[config.mk]
export PLATFORM = sky130hd
export DESIGN_NAME = shift_sequencer
export DESIGN_NICKNAME = d
export VERILOG_FILES = /design/src/rtl/shift_sequencer.sv
export SDC_FILE = /design/constraint.sdc
export NUM_CORES = 1
export LEC_CHECK = 0
export CAP_MARGIN = 20
export CORE_MARGIN = 8
export CORE_UTILIZATION = 52
export CTS_BUF_LIST = sky130_fd_sc_hd__clkbuf_8
export CTS_CLUSTER_DIAMETER = 120
export CTS_CLUSTER_SIZE = 24
export DETAILED_ROUTE_END_ITERATION = 6
export PLACE_DENSITY = 0.86
export SYNTH_ARGS = -nofsm -noshare
export SYNTH_HDL_FRONTEND = slang
export SYNTH_SLANG_ARGS = --single-unit
[constraint.sdc]
create_clock -name clk_i -period 2.1 [get_ports clk_i]
set_input_delay 0.315 -clock clk_i [delete_from_list [all_inputs] [get_ports clk_i]]
set_output_delay 0.315 -clock clk_i [all_outputs]
set_load 0.03 [all_outputs]
[src/rtl/shift_sequencer.sv]
// Multi-cycle shift unit: one single-bit shift step per clock in one of four
// modes, with a BUSY/DONE handshake for the control unit to stall on.
module shift_sequencer #(
  parameter int WIDTH = 16,
  parameter int AMT_W = 4
) (
  input  logic             clk_i,
  input  logic             rst_i,
  input  logic             start_i,
  input  logic [1:0]       dir_i,
  input  logic [AMT_W-1:0] amount_i,
  input  logic [WIDTH-1:0] input_i,
  output logic [WIDTH-1:0] output_o,
  output logic             busy_o,
  output logic             done_o
);

  typedef enum logic [1:0] {
    IDLE   = 2'd0,
    SHIFT  = 2'd1,
    DONE_S = 2'd2
  } state_t;

  localparam logic [1:0] MODE_LSL = 2'b00;
  localparam logic [1:0] MODE_LSR = 2'b01;
  localparam logic [1:0] MODE_ASR = 2'b10;
  localparam logic [1:0] MODE_ROL = 2'b11;

  state_t           state_q, state_d;
  logic [WIDTH-1:0] work_q, work_d;
  logic [AMT_W-1:0] cnt_q, cnt_d;
  logic [1:0]       mode_q, mode_d;
  logic [WIDTH-1:0] result_q, result_d;
  logic [WIDTH-1:0] stepped;

  // Single-bit step of the working register, selected by the latched mode.
  always_comb begin
    stepped = work_q;
    unique case (mode_q)
      MODE_LSL: stepped = {work_q[WIDTH-2:0], 1'b0};
      MODE_LSR: stepped = {1'b0, work_q[WIDTH-1:1]};
      MODE_ASR: stepped = {work_q[WIDTH-1], work_q[WIDTH-1:1]};
      MODE_ROL: stepped = {work_q[WIDTH-2:0], work_q[WIDTH-1]};
      default:  stepped = work_q;
    endcase
  end

  always_comb begin
    state_d  = state_q;
    work_d   = work_q;
    cnt_d    = cnt_q;
    mode_d   = mode_q;
    result_d = result_q;

    unique case (state_q)
      IDLE, DONE_S: begin
        if (start_i) begin
          work_d = input_i;
          cnt_d  = amount_i;
          mode_d = dir_i;
          // A zero amount bypasses SHIFT and publishes the operand directly.
          if (amount_i == '0) begin
            result_d = input_i;
            state_d  = DONE_S;
          end else begin
            state_d  = SHIFT;
          end
        end else if (state_q == DONE_S) begin
          state_d = IDLE;
        end
      end

      SHIFT: begin
        work_d = stepped;
        cnt_d  = cnt_q - AMT_W'(1);
        if (cnt_q == AMT_W'(1)) begin
          result_d = stepped;
          state_d  = DONE_S;
        end
      end

      default: state_d = IDLE;
    endcase
  end

  always_ff @(posedge clk_i or posedge rst_i) begin
    if (rst_i) begin
      state_q  <= IDLE;
      work_q   <= '0;
      cnt_q    <= '0;
      mode_q   <= '0;
      result_q <= '0;
    end else begin
      state_q  <= state_d;
      work_q   <= work_d;
      cnt_q    <= cnt_d;
      mode_q   <= mode_d;
      result_q <= result_d;
    end
  end

  assign output_o = result_q;
  assign busy_o   = (state_q == SHIFT);
  assign done_o   = (state_q == DONE_S);

endmodule

==> results.json, run 1 <==
{
  "synth_nets": 201,
  "hold_ws_ns": 0.441,
  "htreeDepth": 2,
  "p_sw_w": 0.00190,
  "placed_cells": 263,
  "crit_fanout": 9,
  "rows": 22,
  "run_status": "complete, no violations",
  "num_io_pins": 43,
  "post_cts_buffers": 0,
  "gr-total-overflow": 0,
  "synth_area_per_cell_sq_um": 11.6,
  "firstDrtPassIters": 5,
  "timing.rr.start": "cnt_q[1]",
  "grt_pass1_vias": 1537,
  "cp-end-kind": "output port",
  "grt_max_degree": 41,
  "grt_pass1_wl_um": 7320,
  "fmax_mhz": 521,
  "finalWirelength_um": 4400,
  "diodes": 0,
  "core_sq_um": 3720,
  "syn_inst": 174,
  "finalCriticalPeriod_ns": 1.92,
  "port_buffers": 42,
  "regToRegSetupSlack_ns": 0.18,
  "synth-seq-cells": 40,
  "routabilityCongestion": 0.869,
  "maxSlewHeadroom_pct": 66.4,
  "period_share_pct": 91.3,
  "worstSkewPairLatency_ns": 0.29,
  "syn_to_final_growth_pct": 32.0,
  "cts_buffer_depth": 2,
  "final-setup-viol-count": 0,
  "die_area_sq_um": 6150,
  "final_core_util_pct": 71.9,
  "pwr-share-seq_pct": 29.9,
  "drv_slew": 0,
  "wl_per_cell_um": 16.2,
  "p_int_w": 0.00309,
  "fill_cells": 266,
  "drcViolationCount": 0,
  "start_kind": "register",
  "p_leak_nw": 1.18,
  "clock-sinks": 40,
  "cts_tree": "built",
  "rsz0062_at_grt": "no",
  "seqCellArea_sq_um": 1000,
  "worst_pin_slew_ns": 0.504,
  "comb_power_share_pct": 52.8,
  "powerDensity_nw_per_um2": 1870,
  "die_w_um": 78.4,
  "r2r-end": "output_o[7]",
  "reg2reg_depth": 7,
  "switching_share_pct": 38.1,
  "initial_core_util_pct": 54.5,
  "postCtsHoldBufs": 0,
  "hold_viol": 0,
  "required_ns": 1.78,
  "cts_buffers": 5,
  "antenna_found_initial": 0,
  "final_cells": 271,
  "clock-skew-final_ns": 0.00956,
  "fp.dieH_um": 78.4,
  "hold_class": "in -> async",
  "cp.arrival_ns": 1.60,
  "dp_hpwl_um": 3190,
  "vias": 1493,
  "synth_area_sq_um": 2020,
  "yosysSeqAreaShare_pct": 49.4,
  "ys_warn_count": 0,
  "grt_usage_pct": 14.6,
  "layout-drive-gt1-share_pct": 23.8,
  "p_clk_share_pct": 17.3,
  "drv_cap": 0,
  "root_buffer": "clkbuf_8",
  "fin_tns_setup_ns": 0,
  "nets": 249,
  "ant_nets": 0,
  "viasPerCell": 5.51,
  "ir_worst_vdd_uv": 861,
  "post_cts_resize_count": 0,
  "clkTransAtPathRegs_ns": 0.08,
  "yosysUniqueCellTypes": 34,
  "multiInputGateArea_sq_um": 942,
  "drt_iter0_markers": 62,
  "crit_type": "reg -> out"
}
[cell usage after synthesis]
| cell | instances | share of area [%] |
|---|---|---|
| buf_6 | 1 | 0.56 |
| o211ai_1 | 1 | 0.37 |
| nor3b_1 | 1 | 0.37 |
| a221oi_1 | 1 | 0.43 |
| nand3b_1 | 1 | 0.37 |
| nor3_1 | 1 | 0.25 |
| mux2i_1 | 16 | 7.9 |
| nand2b_1 | 3 | 0.93 |
| buf_12 | 1 | 0.99 |
| a21oi_2 | 1 | 0.43 |
| a21oi_4 | 1 | 0.80 |
| nor2_1 | 6 | 1.1 |
| a21o_1 | 1 | 0.37 |
| mux2_2 | 23 | 13 |
| a211oi_1 | 1 | 0.37 |
| inv_1 | 4 | 0.74 |
| nor4_1 | 1 | 0.31 |
| dfrtp_1 | 40 | 49 |
| xor2_2 | 1 | 0.80 |
| a31oi_1 | 1 | 0.31 |
| clkbuf_1 | 1 | 0.19 |
| mux2_4 | 8 | 5.9 |
| buf_2 | 4 | 0.99 |
| nor2b_1 | 2 | 0.62 |
| o22ai_1 | 2 | 0.62 |
| ha_1 | 2 | 1.2 |
| buf_1 | 2 | 0.37 |
| nand2_1 | 24 | 4.5 |
| or4_4 | 1 | 0.56 |
| o21ai_1 | 10 | 2.5 |
| o21ai_0 | 7 | 1.7 |
| inv_2 | 1 | 0.19 |
| nand3_1 | 1 | 0.25 |
| a21oi_1 | 3 | 0.74 |
[cells in the final DEF (no fill, tap or decap)]
cell type and n:
a21oi_2 1, nand2b_1 3, nand3b_1 1, a21oi_4 1, ha_1 2, clkdlybuf4s50_1 41, a21oi_1 3, a211oi_1 1
buf_12 1, o21ai_1 10, nor2b_1 2, bufinv_16 3, o21ai_0 7, nor3_1 1, dfrtp_1 40, mux2i_1 16
a31oi_1 1, o211ai_1 1, nand3_1 1, inv_1 4, nor4_1 1, mux2_2 23, or4_4 1, inv_2 1
nor3b_1 1, buf_4 8, nand2_1 24, o22ai_1 2, mux2_4 8, a221oi_1 1, a21o_1 1, clkbuf_8 5
nor2_1 6, xor2_2 1
[sequential cells by signal (all words and copies together), names as in the netlist]
| signal | cells |
|---|---|
| output_o | 16 |
| work_q | 16 |
| cnt_q | 4 |
| mode_q | 2 |
| state_q | 2 |
[how the worst max path moves through the flow]
stage                     depth (start not counted)         from     endpoint  slack [ns]
after global placement                            5  amount_i[0]  output_o[7]       -0.02
after global routing                              2   state_q[0]       done_o        0.12
after floorplan                                   7   state_q[1]  output_o[0]        0.32
after CTS                                         2   state_q[0]       done_o        0.17
final                                             2   state_q[0]       done_o        0.18
after detailed placement                          5  amount_i[0]  output_o[7]       -0.07
[power by group through the flow]
stage | logic [W] | registers, W | clock network [W]
5_1_grt | 0.00284 | 0.00154 | 0.000907
2_1_floorplan | 0.00167 | 0.00170 | 0
3_5_place_dp | 0.00264 | 0.00150 | 0
6_report | 0.00263 | 0.00149 | 0.000862
3_3_place_gp | 0.00256 | 0.00148 | 0
4_1_cts | 0.00266 | 0.00149 | 0.000871
[through the flow]
step / total power (W) / setup slack [ns] / instance area, sq um
floorplan: 0.00337 / 0.320 / 2020
global placement: 0.00404 / -0.0238 / 2510
detailed placement: 0.00414 / -0.0682 / 2510
CTS: 0.00502 / 0.172 / 2670
global route: 0.00529 / 0.120 / 2670
finish: 0.00499 / 0.182 / 2670
[critical path, cell delays in order (launching register included)]
cell,delay (ns)
dfrtp_1,0.48
nor2b_1,0.15
clkdlybuf4s50_1,0.68
[metal layers]
layer / track usage, % / share of wire (%)
met3: 4.56 / 6.1
met2: 24.5 / 49
met1: 17.3 / 43
met5: 0 / 0
met4: 5.00 / 1.7
[logic make-up (layout without fill, tap and decap cells)]
kind of cell	Yosys count	after routing	synth area share, %
XOR/XNOR	1	1	0.804
adder cells (fa/ha/maj)	2	2	1.24
flip-flops	40	40	49.4
buffers and inverters	14	63	4.02
multiplexers	47	47	26.6
AO/OA/AOI/OAI	29	29	8.65
AND/OR/NAND/NOR	41	41	9.21
[cell type report]
cell class              instances  share of cell area (%)
clock buffers                   5                    2.58
clock inverters                 3                    3.37
inverters                       5                   0.703
multi-input cells             120                    35.3
flip-flops and latches         40                    37.5
well taps                      48                    2.25
repair buffers                 50                    18.4
No activity file was read; power rests on OpenSTA's default activity.
==> run 2, diff against run 1 <==
--- a/config.mk
+++ b/config.mk
@@ -7,12 +7,12 @@
 export LEC_CHECK = 0
 export CAP_MARGIN = 20
 export CORE_MARGIN = 8
-export CORE_UTILIZATION = 52
+export CORE_UTILIZATION = 40
 export CTS_BUF_LIST = sky130_fd_sc_hd__clkbuf_8
 export CTS_CLUSTER_DIAMETER = 120
 export CTS_CLUSTER_SIZE = 24
 export DETAILED_ROUTE_END_ITERATION = 6
-export PLACE_DENSITY = 0.86
+export PLACE_DENSITY = 0.7
 export SYNTH_ARGS = -nofsm -noshare
 export SYNTH_HDL_FRONTEND = slang
 export SYNTH_SLANG_ARGS = --single-unit
==> constraint.sdc (replaced) <==
create_clock -name clk_i -period 2 [get_ports clk_i]
set_input_delay 0.3 -clock clk_i [delete_from_list [all_inputs] [get_ports clk_i]]
set_output_delay 0.3 -clock clk_i [all_outputs]
set_load 0.03 [all_outputs]
==> run 2 against run 1 <==
Design area rose by 0.14%. Worst hold slack got worse by 0.0055 ns. Register-to-register slack got worse by 0.05 ns. Combinational power rose by 6%. Non-clock buffer count rose by 2. Clock-buffer cell count did not move. Total power fell by 0.38%. Sequential share of layout area fell by 0.053 points. Via count fell by 3.5%. Clock power fell by 27%. Highest routed layer unchanged.
==> results.json, run 2 (same netlist as run 1, synthesis figures left out) <==
{
  "run_status": "complete, no violations",
  "hold_viol": 0,
  "wl_per_cell_um": 14.3,
  "crit_fanout": 9,
  "required_ns": 1.70,
  "firstDrtPassIters": 4,
  "fmax_mhz": 528,
  "cts_buffers": 5,
  "fin_tns_setup_ns": 0,
  "regToRegSetupSlack_ns": 0.13,
  "final_cells": 295,
  "drcViolationCount": 0,
  "initial_core_util_pct": 40.4,
  "drv_cap": 0,
  "drt_iter0_markers": 56,
  "routabilityCongestion": 0.739,
  "final-setup-viol-count": 0,
  "worst_pin_slew_ns": 0.500,
  "finalWirelength_um": 4230,
  "ir_worst_vdd_uv": 798,
  "diodes": 0,
  "gr-total-overflow": 0,
  "grt_pass1_wl_um": 7090,
  "r2r-end": "output_o[5]",
  "root_buffer": "clkbuf_8",
  "final_cell_mix": "clkdlybuf4s50_1 (41), dfrtp_1 (40), nand2_1 (24)",
  "gr-usage-met3_pct": 3.87,
  "die_w_um": 87.1,
  "crit_type": "reg -> out",
  "drv_slew": 0,
  "cts_buffer_depth": 2,
  "start_kind": "register",
  "grt_busiest_layer": "met2",
  "placed_cells": 287,
  "maxSlewHeadroom_pct": 66.7,
  "core_sq_um": 5010,
  "fp.dieH_um": 87.1,
  "layout-drive-gt1-share_pct": 24.0,
  "timing.rr.start": "cnt_q[1]",
  "postCtsHoldBufs": 0,
  "antenna_found_initial": 0,
  "powerDensity_nw_per_um2": 1860,
  "rows": 26,
  "grt_use_met1_pct": 13.7,
  "rsz0062_at_grt": "no",
  "grt_pass1_vias": 1539,
  "die_area_sq_um": 7590,
  "num_io_pins": 43,
  "clkTransAtPathRegs_ns": 0.08,
  "worstSkewPairLatency_ns": 0.29,
  "post_cts_buffers": 0,
  "cp.arrival_ns": 1.59,
  "grt_usage_pct": 11.9,
  "dp_hpwl_um": 3090,
  "cp-end-kind": "output port",
  "finalCriticalPeriod_ns": 1.89,
  "period_share_pct": 94.7,
  "hold_class": "in -> async",
  "grt_max_degree": 41,
  "syn_to_final_growth_pct": 32.1,
  "viasPerCell": 4.88,
  "cts_tree": "built",
  "use_met2_pct": 19.9,
  "ant_nets": 0,
  "layout_commonest_cell": "clkdlybuf4s50_1",
  "nets": 251,
  "p_leak_nw": 1.18,
  "post_cts_resize_count": 0,
  "clock-sinks": 40,
  "reg2reg_depth": 7,
  "port_buffers": 42,
  "clock-skew-final_ns": 0.00919,
  "htreeDepth": 2,
  "vias": 1440
}
run 2: changes by cell type in the layout (fill, tap and decap cells not counted):
cell       change
buf_12         +1
buf_4          +1
clkinv_2       +1
inv_1          +1
bufinv_16      -2
run 2: worst max-delay path by stage:
stage	to	start
after detailed placement	output_o[5]	amount_i[1]
after global routing	done_o	state_q[0]
after CTS	done_o	state_q[0]
after floorplan	output_o[0]	state_q[1]
after global placement	output_o[7]	amount_i[0]
final	done_o	state_q[0]
run 2: power breakdown:
part	internal, W	switching (W)	leakage, nW
Combinational	0.00142	0.00136	0.638
Clock	0.000365	0.000265	0.0593
Sequential	0.00123	0.000318	0.479
Total	0.00302	0.00195	1.18
run 2: metal layers:
metal,wire length [um],vias to the layer above
met4,40,0
met2,2020,31
met3,232,2
met1,1940,695
met5,0,-
li1,-,712
run 2: area by class of cell:
cell class	instances	area (sq um)
fillers	485	2330
flip-flops and latches	40	1000
multi-input cells	120	942
repair buffers	52	518
well taps	70	87.6
clock buffers	5	68.8
clock inverters	3	38.8
inverters	5	18.8
run 2: critical path, cell delays in order, from the launching register on:
cell and delay (ns):
dfrtp_1 0.47, nor2b_1 0.16, clkdlybuf4s50_1 0.68
run 2: stage by stage:
step | setup WS, ns | power [W] | hold slack, ns | instance area [sq um] | util (%)
2_1_floorplan | 0.220 | 0.00354 | 0.405 | 2020 | -
3_3_place_gp | -0.113 | 0.00431 | 0.469 | 2570 | 51.2
3_5_place_dp | -0.136 | 0.00438 | 0.477 | 2570 | 51.2
4_1_cts | 0.0843 | 0.00504 | 0.451 | 2680 | 53.4
5_1_grt | 0.0282 | 0.00533 | 0.497 | 2680 | 53.4
6_report | 0.106 | 0.00497 | 0.436 | 2680 | 53.4
